File: src/rtl/modbus_resp_tx.sv
// rtl/modbus_resp_tx.sv - Modbus RTU response transmitter with RS-485 driver control
module modbus_resp_tx #(
    parameter int CLK_FREQ      = 50000000,
    parameter int BAUD_RATE     = 9600,
    parameter int WORD_BYTES    = 2,
    parameter int ADDR_W        = 8,
    parameter int PRE_GAP_BITS  = 10,
    parameter int POST_GAP_BITS = 10,
    parameter int HDR_EN        = 1,
    parameter int CRC_EN        = 1
) (
    input  logic                    clk_in,
    input  logic                    rst_n_in,
    input  logic                    tx_start,
    input  logic [7:0]              slave_id,
    input  logic [7:0]              func_code,
    input  logic [ADDR_W-1:0]       tx_quantity,
    input  logic [8*WORD_BYTES-1:0] tx_data,
    output logic [ADDR_W-1:0]       tx_addr,
    output logic                    busy,
    output logic                    response_done,
    output logic                    rs485_tx,
    output logic                    rs485_tx_en
);
    localparam int BPS      = CLK_FREQ / BAUD_RATE;
    localparam int PRE_CYC  = PRE_GAP_BITS * BPS;
    localparam int POST_CYC = POST_GAP_BITS * BPS;
    localparam int GAP_MAX  = (PRE_CYC > POST_CYC) ? PRE_CYC : POST_CYC;
    localparam int CW       = $clog2(((GAP_MAX > BPS) ? GAP_MAX : BPS) + 1);
    localparam int IW       = (ADDR_W + 3 > 8) ? ADDR_W + 3 : 8;
    localparam int WW       = 8 * WORD_BYTES;

    typedef enum logic [2:0] {IDLE, PRE_GAP, NEXT, SEND, POST_GAP, DONE} state_t;

    state_t            state_q, state_d;
    logic              start_r0_q, start_r1_q;
    logic [CW-1:0]     cnt_q, cnt_d;
    logic [3:0]        bit_q, bit_d;
    logic [9:0]        frame_q, frame_d;
    logic              feed_q, feed_d;
    logic [15:0]       crc_q, crc_d;
    logic [IW-1:0]     idx_q, idx_d;
    logic [1:0]        wbyte_q, wbyte_d;
    logic [WW-1:0]     word_q, word_d;
    logic [ADDR_W-1:0] addr_q, addr_d;
    logic [ADDR_W-1:0] qty_q, qty_d;
    logic [7:0]        slave_q, slave_d;
    logic [7:0]        func_q, func_d;

    logic              start_edge;
    logic              exc;
    logic              fb;
    logic [IW-1:0]     prod, hdr_n, data_n, data_end, total_n;
    logic [7:0]        nbyte;
    logic              nfeed;

    assign start_edge = start_r0_q & ~start_r1_q;
    assign exc        = func_q[7];
    assign prod       = IW'(qty_q) * IW'(WORD_BYTES);
    // Exception frames always carry the 3-byte header-like prefix, never data words
    assign hdr_n      = (exc || HDR_EN != 0) ? IW'(3) : '0;
    assign data_n     = exc ? '0 : prod;
    assign data_end   = hdr_n + data_n;
    assign total_n    = data_end + ((CRC_EN != 0) ? IW'(2) : '0);
    assign fb         = crc_q[0] ^ frame_q[0];

    always_comb begin
        state_d = state_q;
        cnt_d   = cnt_q;
        bit_d   = bit_q;
        frame_d = frame_q;
        feed_d  = feed_q;
        crc_d   = crc_q;
        idx_d   = idx_q;
        wbyte_d = wbyte_q;
        word_d  = word_q;
        addr_d  = addr_q;
        qty_d   = qty_q;
        slave_d = slave_q;
        func_d  = func_q;
        nbyte   = 8'h00;
        nfeed   = 1'b0;
        case (state_q)
            IDLE: begin
                if (start_edge) begin
                    slave_d = slave_id;
                    func_d  = func_code;
                    qty_d   = tx_quantity;
                    crc_d   = 16'hFFFF;
                    cnt_d   = '0;
                    idx_d   = '0;
                    wbyte_d = '0;
                    addr_d  = '0;
                    state_d = PRE_GAP;
                end
            end
            PRE_GAP: begin
                if (int'(cnt_q) + 1 >= PRE_CYC) begin
                    cnt_d   = '0;
                    state_d = NEXT;
                end else begin
                    cnt_d = cnt_q + 1'b1;
                end
            end
            NEXT: begin
                if (idx_q == total_n) begin
                    cnt_d   = '0;
                    state_d = POST_GAP;
                end else begin
                    if (idx_q < hdr_n) begin
                        nfeed = 1'b1;
                        case (idx_q[1:0])
                            2'd0:    nbyte = slave_q;
                            2'd1:    nbyte = func_q;
                            default: nbyte = exc ? tx_data[7:0] : prod[7:0];
                        endcase
                    end else if (idx_q < data_end) begin
                        nfeed = 1'b1;
                        // First byte of a word snapshots tx_data; later bytes shift out of the copy
                        if (wbyte_q == 2'd0) begin
                            nbyte  = tx_data[WW-1 -: 8];
                            word_d = tx_data << 8;
                        end else begin
                            nbyte  = word_q[WW-1 -: 8];
                            word_d = word_q << 8;
                        end
                        if (wbyte_q == 2'(WORD_BYTES - 1)) begin
                            wbyte_d = '0;
                            if (addr_q != qty_q - 1'b1) begin
                                addr_d = addr_q + 1'b1;
                            end
                        end else begin
                            wbyte_d = wbyte_q + 1'b1;
                        end
                    end else begin
                        nbyte = (idx_q == data_end) ? crc_q[7:0] : crc_q[15:8];
                    end
                    frame_d = {1'b1, nbyte, 1'b0};
                    feed_d  = nfeed;
                    idx_d   = idx_q + 1'b1;
                    cnt_d   = '0;
                    bit_d   = '0;
                    state_d = SEND;
                end
            end
            SEND: begin
                if (int'(cnt_q) + 1 >= BPS) begin
                    cnt_d = '0;
                    // CRC follows the data bits as they leave the line, LSB first
                    if (feed_q && bit_q >= 4'd1 && bit_q <= 4'd8) begin
                        crc_d = {1'b0, crc_q[15:1]} ^ (fb ? 16'hA001 : 16'h0000);
                    end
                    frame_d = {1'b1, frame_q[9:1]};
                    if (bit_q == 4'd9) begin
                        state_d = NEXT;
                    end else begin
                        bit_d = bit_q + 1'b1;
                    end
                end else begin
                    cnt_d = cnt_q + 1'b1;
                end
            end
            POST_GAP: begin
                if (int'(cnt_q) + 1 >= POST_CYC) begin
                    cnt_d   = '0;
                    addr_d  = '0;
                    state_d = DONE;
                end else begin
                    cnt_d = cnt_q + 1'b1;
                end
            end
            DONE: begin
                state_d = IDLE;
            end
            default: begin
                state_d = IDLE;
            end
        endcase
    end

    always_ff @(posedge clk_in or negedge rst_n_in) begin
        if (!rst_n_in) begin
            state_q    <= IDLE;
            start_r0_q <= 1'b0;
            start_r1_q <= 1'b0;
            cnt_q      <= '0;
            bit_q      <= '0;
            frame_q    <= '1;
            feed_q     <= 1'b0;
            crc_q      <= '0;
            idx_q      <= '0;
            wbyte_q    <= '0;
            word_q     <= '0;
            addr_q     <= '0;
            qty_q      <= '0;
            slave_q    <= '0;
            func_q     <= '0;
        end else begin
            state_q    <= state_d;
            start_r0_q <= tx_start;
            start_r1_q <= start_r0_q;
            cnt_q      <= cnt_d;
            bit_q      <= bit_d;
            frame_q    <= frame_d;
            feed_q     <= feed_d;
            crc_q      <= crc_d;
            idx_q      <= idx_d;
            wbyte_q    <= wbyte_d;
            word_q     <= word_d;
            addr_q     <= addr_d;
            qty_q      <= qty_d;
            slave_q    <= slave_d;
            func_q     <= func_d;
        end
    end

    assign busy          = (state_q == PRE_GAP) || (state_q == NEXT) ||
                           (state_q == SEND) || (state_q == POST_GAP);
    assign rs485_tx_en   = busy;
    assign response_done = (state_q == DONE);
    assign rs485_tx      = (state_q == SEND) ? frame_q[0] : 1'b1;
    assign tx_addr       = addr_q;

endmodule
File: config.mk
export PLATFORM = sky130hd
export DESIGN_NAME = modbus_resp_tx
export DESIGN_NICKNAME = d
export VERILOG_FILES = /design/src/rtl/modbus_resp_tx.sv
export SDC_FILE = /design/constraint.sdc
export NUM_CORES = 1
export LEC_CHECK = 0
export ABC_CLOCK_PERIOD_IN_PS = 5700
export BUFFER_PORTS_ARGS = -buffer_cell sky130_fd_sc_hd__buf_2
export CORE_UTILIZATION = 61
export DETAILED_ROUTE_END_ITERATION = 8
export PLACE_DENSITY = 0.81
export SYNTH_ARGS = -nofsm -noshare
export SYNTH_HDL_FRONTEND = slang
export SYNTH_SLANG_ARGS = --single-unit
export TNS_END_PERCENT = 50
File: constraint.sdc
create_clock -name clk_in -period 5.7 [get_ports clk_in]
set_clock_uncertainty 0.1 [all_clocks]
set_input_delay 0.57 -clock clk_in [delete_from_list [all_inputs] [get_ports clk_in]]
set_output_delay 0.57 -clock clk_in [all_outputs]
set_load 0.005 [all_outputs]
# After elaboration in Yosys (flattened, before gate mapping)
# Index checks and enable logic that the tools add are counted.
# word_totals
word_cells	135
inputBits	43
ff_bits	113
# op_classes
reduce_logical	25
eq_ne	23
n_addsub	9
magnitude_cmp	6
n_mux	51
bitwise	6
# op_table
operator	count
two-way mux 16 bit	8
two-way mux 8 bit	12
one-hot mux 16 bit (4 select lines)	1
greater-or-equal comparator 32 x 14 -> 1 bit, second input constant	1
one-hot mux 16 bit (2 select lines)	1
!= test 2 bit, second input constant	12
one-hot mux 8 bit (3 select lines)	1
two-way mux 11 bit	2
one-hot mux 11 bit (2 select lines)	1
two-way mux 10 bit	2
one-hot mux 10 bit (2 select lines)	1
two-way mux 3 bit	6
adder 16 x 1 -> 17 bit, second input constant	1
greater-or-equal comparator 17 x 16 -> 1 bit, second input constant	1
adder 16 x 1 -> 16 bit, second input constant	1
one-hot mux 8 bit (2 select lines)	1
XOR 15 x 16 -> 16 bit	1
one-hot mux 3 bit (5 select lines)	1
two-way mux 4 bit	3
AND reduction 4 bit	3
adder 10 x 2 -> 11 bit, second input constant	1
adder 11 x 1 -> 11 bit, second input constant	1
equality test 11 x 10 -> 1 bit	1
equality test 11 bit	1
35 further kinds	56

# Depth between registers and ports, before layout
# depth
word_depth	8
mapped_depth	20

# Least setup slack after synthesis
# Ideal clock, no wire load.
# synth_timing
path_kind	register to register
start	register func_q[7]
end	register addr_q[3] (netlist: tx_addr[3])
setup_time_ns	0.095
required_time_ns	5.505
path_buffers	3
arrival_time_ns	4.138
stages_incl_launch_ff	18
slack_ns	1.366
cell_sequence	dfrtp_1 clkbuf_1 buf_2 nand2b_1 inv_1 ha_1 nor3b_1 nor3_1 ha_1 a211o_1 a21oi_1 o21ai_0 a2111oi_0 a21oi_1 nor3_1 or3b_1 buf_2 o31ai_1
# synth_between
elab_chain_len	6
# synth_rtl
item	line_no	source
start, declared	48	logic [7:0] func_q, func_d;
start signal, assigned	213	func_q <= func_d;
two-way mux 9 bit *	62	assign data_n = exc ? '0 : prod;
adder 2 x 9 -> 10 bit *	63	assign data_end = hdr_n + data_n;
adder 10 x 2 -> 11 bit	64	assign total_n = data_end + ((CRC_EN != 0) ? IW'(2) : '0);
equality test 11 bit	106	if (idx_q == total_n) begin
!= test 2 bit (no source line)	--	
AND reduction 8 bit (no source line) *	--	
end signal, assigned	210	addr_q <= addr_d;
end, declared	45	logic [ADDR_W-1:0] addr_q, addr_d;
# Every way passes the cells marked *; elsewhere a longest branch is shown, timed or not.
# A chain may end at the register's enable or synchronous reset.

# Worst setup path in the final report
# layout_timing
start	register func_q[7]
end	register addr_q[7] (netlist: tx_addr[7])
# Same word-level chain as after synthesis.

==> results.cfg <==
[floorplan]
fp.dieW_um = 109
placementRows = 38
start_util_pct = 63.4
dieArea_um2 = 11800
fp.coreArea_um2 = 10900
die_h_um = 109
io_pins = 55

[power_and_ir_drop]
ir_drop_uv = 328
power.density_nw_per_um2 = 330
p_leak_nw = 3.35
power_mw = 2.51

[layout]
utilization_pct = 69.4
diodes = 0
layout-drive-gt1-share_pct = 13.2
syn2layout_area_growth_pct = 9.46
finalNetCount = 923

[yosys]
synthArstFlopShare_pct = 100
syn_nets = 902
synth_top_area_cell = dfrtp_1
synth_area_um2 = 6930
synth_cell_types = 69
synth.area.top_cells = dfrtp_1, nand2_1, a21oi_1, ha_1, o21ai_0
netlist.area_leader.share_pct = 34.3
yosys_register_bits = 104
seq_area_frac_synth_pct = 37.7
synthFlopType = dfrtp_1
synth_edf_count = 0
syn_inst = 837
syn_area_per_cell_um2 = 8.28
synth_warnings = 0

[clocking]
cts_tree = built
cts_max_path_buffers = 2
post-cts-setup-buffers = 0
cts_hold_buf = 0
numCtsBuffers = 9
clk_latency_ns = 0.36
ctsResizeCount = 0
cts.clk_slew.worst_paths_ns = 0.07
root_buffer = clkbuf_16
htree_num_levels = 3
cts.sinks = 104

[route]
wl_met2_um = 8340
met1_length_um = 7790
post_drt_wl_per_cell_um = 17.4
drt_wl_total_um = 17500
drc = 0
met3_length_um = 951
drt-pass1-iter-count = 7
via_per_inst = 6.35
via_count = 6371
drtIter0Drc = 596
ant_nets = 0
highest_layer = met4

[worst_setup_path]
critPathCaptureType = flop
path_delay_family = simple AND/OR/NAND/NOR gates
slowest_delay_ns = 0.47
crit_type = reg -> reg
crit_fanout = 27
path_cells = buf_4 > nand2b_1 > inv_1 > ha_1 > nor3b_1 > nor3_1 > ha_1 > a211o_1 > a21oi_1 > o21ai_0 > a2111oi_2 > buf_4 > a21oi_1 > nor3_1 > buf_4 > or3b_1 > o31ai_1
arrival_ns = 4.89
worst_path_max_delay_cell = nor3b_1
cp-start-kind = flop
crit_buf_inv = 4
critPathMostFrequentCell = buf_4
required_ns = 5.85

[global_routing]
antenna_found_initial = 0
overflow = 0
grt_pass1_wl_um = 28700
grt_use_total_pct = 31.3
grt_pass1_vias = 5968
grt_max_degree = 65

[place]
gp_congestion = 0.932
dpl.hpwl_um = 12300
portBuffers = 54
dpl_worst_slack_ns = 1.05

[timing]
whs_ns = 0.0978
tightest_slew_ns = 0.928
max_slew_margin_pct = 38.0
setup_ws_ns = 0.959
period_minus_slack_ns = 4.74
maxSlewViolCount = 0
final-hold-violation-count = 0
fin_crit_sh_pct = 83.2
final.setup.tns_ns = 0
clock.fmax_mhz = 211
rsz0062_at_grt = no
setup_violations = 0

[min_path]
min-delay-path-class = in -> async

[flow_run]
drv_cap = 0

[run_status]
status = finished clean
==> kinds of logic after synthesis <==
| group | after synthesis | share of synthesized area [%] |
|---|---|---|
| xor+xnor | 29 | 4.06 |
| flops | 104 | 37.7 |
| mux | 34 | 5.23 |
| compound gates | 222 | 20.4 |
| buf+inv | 91 | 5.22 |
| fa+ha+maj | 22 | 3.97 |
| simple gates | 335 | 23.4 |
==> synthesized netlist by cell type (all sizes together) (9+ instances only) <==
cell      n
and2      9
a21oi    66
a31oi    16
nand2b   12
xnor2    20
clkbuf   37
o21ai    53
mux2i    22
buf      16
nand3    31
dfstp     9
o31ai    15
nand2   120
nor4      9
dfrtp    95
nor2     68
nor3     16
nor2b    17
or3      10
o211ai   22
inv      38
ha       22
nand4    14
mux2     12
==> power by group <==
group	total (mW)	internal, mW	switching, mW
Combinational	0.754	0.313	0.441
Sequential	1.02	0.855	0.165
Clock	0.732	0.436	0.296
Total	2.51	1.60	0.901
==> cells in the final DEF (no fill, tap or decap), types with 13 or more instances in the layout <==
cell / synthesis / layout
a21oi_1: 66 / 66
a31oi_1: 16 / 16
buf_2: 13 / 53
dfrtp_1: 95 / 95
ha_1: 22 / 22
inv_1: 38 / 38
mux2i_1: 20 / 20
nand2_1: 120 / 120
nand3_1: 31 / 31
nand4_1: 13 / 13
nor2_1: 68 / 68
nor2b_1: 17 / 17
nor3_1: 16 / 16
o211ai_1: 22 / 22
o21ai_0: 53 / 53
o31ai_1: 14 / 14
xnor2_1: 20 / 20
==> state kept, by name, summed over array words and instances (netlist names) <==
name	cells
bit_q	4
cnt_q	16
crc_q	16
feed_q	1
frame_q	9
func_q	8
idx_q	11
qty_q	8
slave_q	8
start_r0_q	1
start_r1_q	1
state_q	3
tx_addr	8
wbyte_q	2
word_q	8
==> through the flow <==
step,cell area (um2),std cells
floorplan,6930,837
global placement,7240,987
detailed placement,7240,987
CTS,7590,1003
global route,7590,1003
finish,7590,1003
==> routing by layer <==
layer / vias up / track usage (%)
met5: - / 0
met4: 0 / 11.5
met3: 41 / 6.52
met2: 222 / 49.5
met1: 3076 / 42.5
li1: 3032 / -
==> cell type report <==
type	instances	area (um2)
inverters	38	143
flip-flops and latches	104	2610
fillers	919	3350
well taps	140	175
clock buffers	9	225
multi-input cells	642	3960
clock inverters	7	128
repair buffers	63	340
==> final timing paths <==
kind                                 start         end  slack [ns]  depth (start not counted)
worst max-delay path             func_q[7]  tx_addr[7]        0.96                         17
worst min-delay path              rst_n_in   cnt_q[13]         0.1                          1
worst max register to register   func_q[7]  tx_addr[7]        0.96                         17
worst min register to register  start_r0_q  start_r1_q        0.32                          0
max in group asynchronous         rst_n_in  word_q[10]        4.21                          2
min in group clk_in               tx_start  start_r0_q        0.21                          1
Note: power is estimated with default switching activity, not from simulation.
